--- config.mk ---
export PLATFORM = sky130hd
export DESIGN_NAME = hazard_ctrl
export DESIGN_NICKNAME = d
export VERILOG_FILES = /design/src/rtl/hazard_ctrl.sv
export SDC_FILE = /design/constraint.sdc
export NUM_CORES = 1
export LEC_CHECK = 0
export ABC_AREA = 1
export CORE_AREA = 4 4 87 89
export CTS_CLUSTER_SIZE = 8
export DETAILED_ROUTE_END_ITERATION = 10
export DIE_AREA = 0 0 91 93
export GPL_ROUTABILITY_DRIVEN = 0
export PLACE_DENSITY = 0.73
export SLEW_MARGIN = 25
export SYNTH_ARGS = -nofsm -noshare
export SYNTH_HDL_FRONTEND = slang
export SYNTH_SLANG_ARGS = --single-unit
--- constraint.sdc ---
create_clock -name clk -period 9.2 [get_ports clk]
set_clock_uncertainty 0.15 [all_clocks]
set_input_delay 2.76 -clock clk [delete_from_list [all_inputs] [get_ports clk]]
set_output_delay 2.76 -clock clk [all_outputs]
set_load 0.01 [all_outputs]
--- src/rtl/hazard_ctrl.sv ---
// hazard_ctrl: RV32I five-stage hazard unit with forwarding, load-use stall,
// branch flush, memory-wait freeze with timeout error, and perf counters.
`default_nettype none

module hazard_ctrl #(
  parameter int MEM_TIMEOUT = 255,
  parameter int CNT_W       = 16
) (
  input  logic             clk,
  input  logic             reset,
  input  logic [4:0]       Rs1D,
  input  logic [4:0]       Rs2D,
  input  logic [4:0]       Rs1E,
  input  logic [4:0]       Rs2E,
  input  logic [4:0]       RdE,
  input  logic [1:0]       ResultSrcE,
  input  logic             PCSrcE,
  input  logic [4:0]       RdM,
  input  logic [4:0]       RdW,
  input  logic             RegWriteM,
  input  logic             RegWriteW,
  input  logic             MemReqM,
  input  logic             MemReadyM,
  output logic [1:0]       ForwardAE,
  output logic [1:0]       ForwardBE,
  output logic             StallF,
  output logic             StallD,
  output logic             StallE,
  output logic             StallM,
  output logic             FlushD,
  output logic             FlushE,
  output logic             FlushW,
  output logic             MemErr,
  output logic [CNT_W-1:0] StallCount,
  output logic [CNT_W-1:0] FlushCount
);

  typedef enum logic [1:0] {
    RUN      = 2'd0,
    MEM_WAIT = 2'd1,
    ERROR    = 2'd2
  } state_t;

  localparam logic [7:0]       TIMEOUT  = 8'(MEM_TIMEOUT);
  localparam logic [CNT_W-1:0] CNT_MAX  = {CNT_W{1'b1}};

  state_t     state, state_nxt;
  logic [7:0] wait_cnt, wait_nxt;
  logic       mem_stall;
  logic       lw_stall;

  function automatic logic [1:0] fwd_sel(input logic [4:0] rs,
                                         input logic wm, input logic [4:0] rdm,
                                         input logic ww, input logic [4:0] rdw);
    if (wm && rdm != 5'd0 && rdm == rs)      return 2'b10;
    else if (ww && rdw != 5'd0 && rdw == rs) return 2'b01;
    else                                     return 2'b00;
  endfunction

  assign mem_stall = (state == RUN || state == MEM_WAIT) && MemReqM && !MemReadyM;
  // A taken branch squashes the dependent instruction, so no load-use stall is needed.
  assign lw_stall  = (ResultSrcE == 2'b01) && (RdE != 5'd0) &&
                     ((RdE == Rs1D) || (RdE == Rs2D)) && !PCSrcE;
  assign MemErr    = (state == ERROR);

  always_ff @(posedge clk or posedge reset) begin
    if (reset) begin
      state    <= RUN;
      wait_cnt <= 8'd0;
    end else begin
      state    <= state_nxt;
      wait_cnt <= wait_nxt;
    end
  end

  always_comb begin
    state_nxt = state;
    wait_nxt  = wait_cnt;
    case (state)
      RUN: begin
        if (mem_stall) begin
          state_nxt = MEM_WAIT;
          wait_nxt  = 8'd1;
        end
      end
      MEM_WAIT: begin
        if (MemReadyM) begin
          state_nxt = RUN;
          wait_nxt  = 8'd0;
        end else if (wait_cnt == TIMEOUT) begin
          state_nxt = ERROR;
        end else begin
          wait_nxt = wait_cnt + 8'd1;
        end
      end
      ERROR:   state_nxt = ERROR;
      default: state_nxt = RUN;
    endcase
  end

  always_comb begin
    ForwardAE = 2'b00;
    ForwardBE = 2'b00;
    StallF    = 1'b0;
    StallD    = 1'b0;
    StallE    = 1'b0;
    StallM    = 1'b0;
    FlushD    = 1'b0;
    FlushE    = 1'b0;
    FlushW    = 1'b0;
    if (!reset) begin
      ForwardAE = fwd_sel(Rs1E, RegWriteM, RdM, RegWriteW, RdW);
      ForwardBE = fwd_sel(Rs2E, RegWriteM, RdM, RegWriteW, RdW);
      // Whole-pipe freeze holds a pending branch in E until the access completes.
      if (state == ERROR || mem_stall) begin
        StallF = 1'b1;
        StallD = 1'b1;
        StallE = 1'b1;
        StallM = 1'b1;
        FlushW = 1'b1;
      end else begin
        StallF = lw_stall;
        StallD = lw_stall;
        FlushD = PCSrcE;
        FlushE = lw_stall | PCSrcE;
      end
    end
  end

  always_ff @(posedge clk or posedge reset) begin
    if (reset) begin
      StallCount <= '0;
      FlushCount <= '0;
    end else begin
      if (StallF && StallCount != CNT_MAX) StallCount <= StallCount + CNT_W'(1);
      if (FlushD && FlushCount != CNT_MAX) FlushCount <= FlushCount + CNT_W'(1);
    end
  end

endmodule

`default_nettype wire
# Word level (Yosys, flattened, before mapping)
# Cells that the tools add are included.
[word_totals]
register_bits = 42
input_bits = 44
[op_classes]
n_addsub = 3
n_eq_ne = 15
muxes = 22
bitwise_logic = 1
reduce_logical = 25
[op_table]
columns = ["cell", "count"]
rows = [
  ["16-bit by 1-bit adder with 16-bit output (second input constant)", 2],
  ["16-bit inequality test (second input constant)", 2],
  ["5-bit == test", 6],
  ["8-bit 2-to-1 mux", 3],
  ["8-bit case mux with 2 select lines", 1],
  ["5-bit nonzero test", 3],
  ["2-bit 2-to-1 mux", 7],
  ["1-bit logical AND", 13],
  ["1-bit 2-to-1 mux", 10],
  ["8-bit by 1-bit adder with 8-bit output (second input constant)", 1],
  ["8-bit == test (second input constant)", 1],
  ["2-bit case mux with 3 select lines", 1],
  ["2-bit by 1-bit == test with 1-bit output (second input constant)", 2],
  ["1-bit logical OR", 3],
  ["3-bit by 2-bit inequality test with 1-bit output (second input constant)", 1],
  ["3-bit inequality test (second input constant)", 1],
  ["3-bit AND reduction", 1],
  ["2-bit == test (second input constant)", 1],
  ["1-bit logical NOT", 2],
  ["2-bit logical NOT", 1],
  ["2-bit inequality test (second input constant)", 1],
  ["2-bit AND reduction", 1],
  ["2-bit nonzero test", 1],
  ["1-bit bitwise OR", 1],
]

# Logic depth before layout (Yosys ltp)
[logic_depth]
ltp_word = 8
depth_mapped = 12
depth_no_buf = 12

# Least setup slack after synthesis
# Ideal clock, no wire load.
[synth_timing]
path_kind = "input to output"
start = "input reset"
end = "output ForwardBE[0]"
t_arrival_ns = 4.442
required_ns = 6.290
slack_ns = 1.848
path_stages = 5
n_path_buf = 0
path_cell_list = "inv_1 > o21ai_0 > nor3_1 > nand2_1 > nor3b_1"
[synth_between]
elab_chain_len = 1
[synth_lines]
columns = ["item", "line", "source"]
rows = [
  ["start, declared", "10", "input logic reset,"],
  ["2-bit 2-to-1 mux", "111", "if (!reset) begin"],
  ["end, declared", "25", "output logic [1:0] ForwardBE,"],
]
# No other way between the ends.

# Final worst setup path
[layout_timing]
start = "input MemReadyM"
end = "output StallF"
[layout_between]
elab_chain_len = 5
[layout_lines]
columns = ["item", "line", "source"]
rows = [
  ["start, declared", "23", "input logic MemReadyM,"],
  ["1-bit logical NOT", "60", "assign mem_stall = (state == RUN || state == MEM_WAIT) && MemReqM && !MemReadyM;"],
  ["1-bit logical AND", "60", ""],
  ["1-bit logical OR", "115", "if (state == ERROR || mem_stall) begin"],
  ["1-bit 2-to-1 mux", "115", ""],
  ["1-bit 2-to-1 mux", "111", ""],
  ["end, declared", "26", "output logic StallF,"],
]
# No other way between the ends.

==> flow_summary_export.csv <==
group,metric,value,unit
clocking,numCtsBuffers,5,
floorplanning,ios,88,
routing,drc,0,
clocking,htreeDepth,2,
placed_design,place_area,3910,um^2
floorplanning,initial_core_util,44.37,%
timing,slew_violations,0,
clocking,numClockSinks,42,
timing,fmax,129.6,MHz
setup_path,path_cells,"clkdlybuf4s50_1, inv_1, nand3_1, nand2_1, inv_2, nor2_1, inv_1, nand2_2, clkdlybuf4s50_1",
layout,layoutNonFillerInstCount,590,
layout,nNetsFinal,556,
layout,drive_above_1_share,5.686,%
global_routing,grt_pass1_vias,2827,
synth,synth_fp_nets,469,
clocking,cts.repair.resized,0,
routing,viasPerCell,4.953,
pwr,leakage,1.851,nW
floorplanning,die_w,91,um
routing,ant_nets,0,
global_routing,grt_overflow_total,0,
hold_path,min_path_type,"flop to flop",
synth,ys_warn_count,0,
setup_path,critPathKind,"primary input to output pin",
floorplanning,die_y,93,um
floorplanning,die_area,8463,um^2
clocking,ctsHoldBuffers,0,
routing,vias,2922,
global_routing,grt_max_degree,44,
routing,routedWlPerCell,12.29,um
synth,netlist-cell-type-count,32,
timing,hold_viol_final,0,
pwr,irDropWorstVdd,0.06950,mV
placed_design,dpl.cell_count,582,
clocking,clkTransAtPathRegs,0.09,ns
layout,n_antenna_cell,0,
timing,grt_setup_unrepaired,"false",
timing,tightest_slew,0.5467,ns
synth,ys_ff_latch,42,
global_routing,grt_pass1_wl,12350,um
clocking,cts_tree,"built",
routing,dr.pass1.iters,4,
synth,ys_seq_area_share,35.06,%
setup_path,cp-end-kind,"output pin",
setup_path,start_kind,"primary input",
floorplanning,row_count,30,
routing,wl,7251,um
setup_path,crit_path_max_fanout,19,
synth,async_reset_ff_share,100.0,%
clocking,cts.path.max_buffers,2,
setup_path,crit_slowest_cell,"clkdlybuf4s50_1",
global_routing,groute.usage.overall,17.51,%
placed_design,dp.final_hpwl,5819,um
layout,fin_area,4000,um^2
timing,finalSetupViolCount,0,
timing,maxSlewHeadroom,63.56,%
job,cap_violations,0,
run_status,status,"completed",
timing,period_minus_slack,7.716,ns
timing,setup_tns,0,ns
routing,first_iter_violations,111,
layout,area_growth,33.43,%
timing,period_share,83.87,%
setup_path,cp_top_family,"buffers and inverters",
synth,syn_area_per_cell,7.104,um^2
setup_path,crit_required,6.29,ns
floorplanning,core-area,6756,um^2
placed_design,port_buffers,87,
setup_path,crit_path_max_incr_delay,0.63,ns
synth,synthCells,422,
global_routing,antenna_found_initial,0,
synth,synth_ff_type,"dfrtp_1",
setup_path,arrival,4.81,ns
clocking,insertion_delay,0.30,ns
setup_path,path_buf_inv,5,
synth,syn-cell-area,2998,um^2
pwr,p_per_area,107.7,nW/um^2
timing,fin_hold_ws,0.3713,ns
synth,synth_edf_count,0,
clocking,postCtsSetupBuffers,0,
clocking,cts_root_buf,"clkbuf_8",
==> stage by stage <==
step / utilization [%] / setup slack (ns) / total power [mW]
4_1_cts: 59.20 / 1.465 / 0.4341
5_1_grt: 59.20 / 1.277 / 0.4558
6_report: 59.20 / 1.484 / 0.4306
2_1_floorplan: - / 1.848 / 0.2620
3_5_place_dp: 57.87 / 1.478 / 0.3167
3_3_place_gp: 57.87 / 1.523 / 0.3147
==> path summary, 6_finish.rpt <==
path | startpoint | endpoint | slack [ns] | cells after the start
max | MemReadyM | StallF | 1.48 | 9
min | state[0] | state[0] | 0.37 | 1
max reg2reg | FlushCount[0] | FlushCount[12] | 7.11 | 10
min reg2reg | state[0] | state[0] | 0.37 | 1
max in group asynchronous | reset | FlushCount[13] | 5.58 | 3
min in group asynchronous | reset | state[0] | 2.91 | 3
==> final cells by class <==
cell class / instances / area (um^2)
clock buffer: 5 / 68.82
fill: 623 / 2756
multi-input combinational: 326 / 1708
clock inverter: 3 / 21.27
timing repair buffer: 88 / 878.3
sequential: 42 / 1051
tap: 80 / 100.1
inverter: 46 / 172.7
==> synthesized netlist by cell type (2+ instances only) <==
cell type,number,area [um^2]
a21oi_1,4,20.02
buf_2,2,10.01
buf_4,3,22.52
buf_6,3,33.78
dfrtp_1,42,1051
ha_1,3,37.54
inv_1,39,146.4
inv_2,6,22.52
nand2_1,131,491.7
nand2_2,4,25.02
nand3_1,41,205.2
nand4_1,9,56.30
nor2_1,47,176.4
nor2_2,2,12.51
nor3_1,9,45.04
nor3_4,2,32.53
nor3b_1,2,15.01
o21ai_0,8,40.04
o21ai_1,5,25.02
xnor2_1,23,201.4
xor2_1,26,227.7
==> cell usage in the layout (no fill, tap or decap), types with 6 or more instances in the layout <==
cell,count
clkdlybuf4s50_1,87
dfrtp_1,42
inv_1,38
inv_2,6
nand2_1,131
nand3_1,41
nand4_1,9
nor2_1,47
nor3_1,9
o21ai_0,8
xnor2_1,23
xor2_1,26
==> layer usage <==
| metal | global-route usage, % | part of all wire, % | up-vias |
|---|---|---|---|
| li1 | - | - | 1504 |
| met5 | 0 | 0 | - |
| met4 | 5.905 | 1.9 | 0 |
| met2 | 32.68 | 52 | 78 |
| met1 | 19.40 | 40 | 1330 |
| met3 | 4.264 | 6.3 | 10 |
==> report_power, final <==
group	total, mW	switching (mW)	internal (mW)
Clock	0.119	0.0654	0.0533
Sequential	0.212	0.0166	0.195
Combinational	0.100	0.0444	0.0559
==> logic make-up (layout without fill, tap and decap cells) <==
logic type	after synthesis	after routing	synth area share (%)
DFF	42	42	35.06
xor gates and xnor gates	49	49	14.32
and+or+nand+nor	255	255	38.02
buffers and inverters	54	142	7.971
AOI/OAI and AO/OA	19	19	3.381
adders and majority gates	3	3	1.252
==> state kept, by name, indices dropped and copies added (netlist names) <==
signal and flops:
wait_cnt 8, FlushCount 16, StallCount 16, state 2
Note: power is estimated with default switching activity, not from simulation.
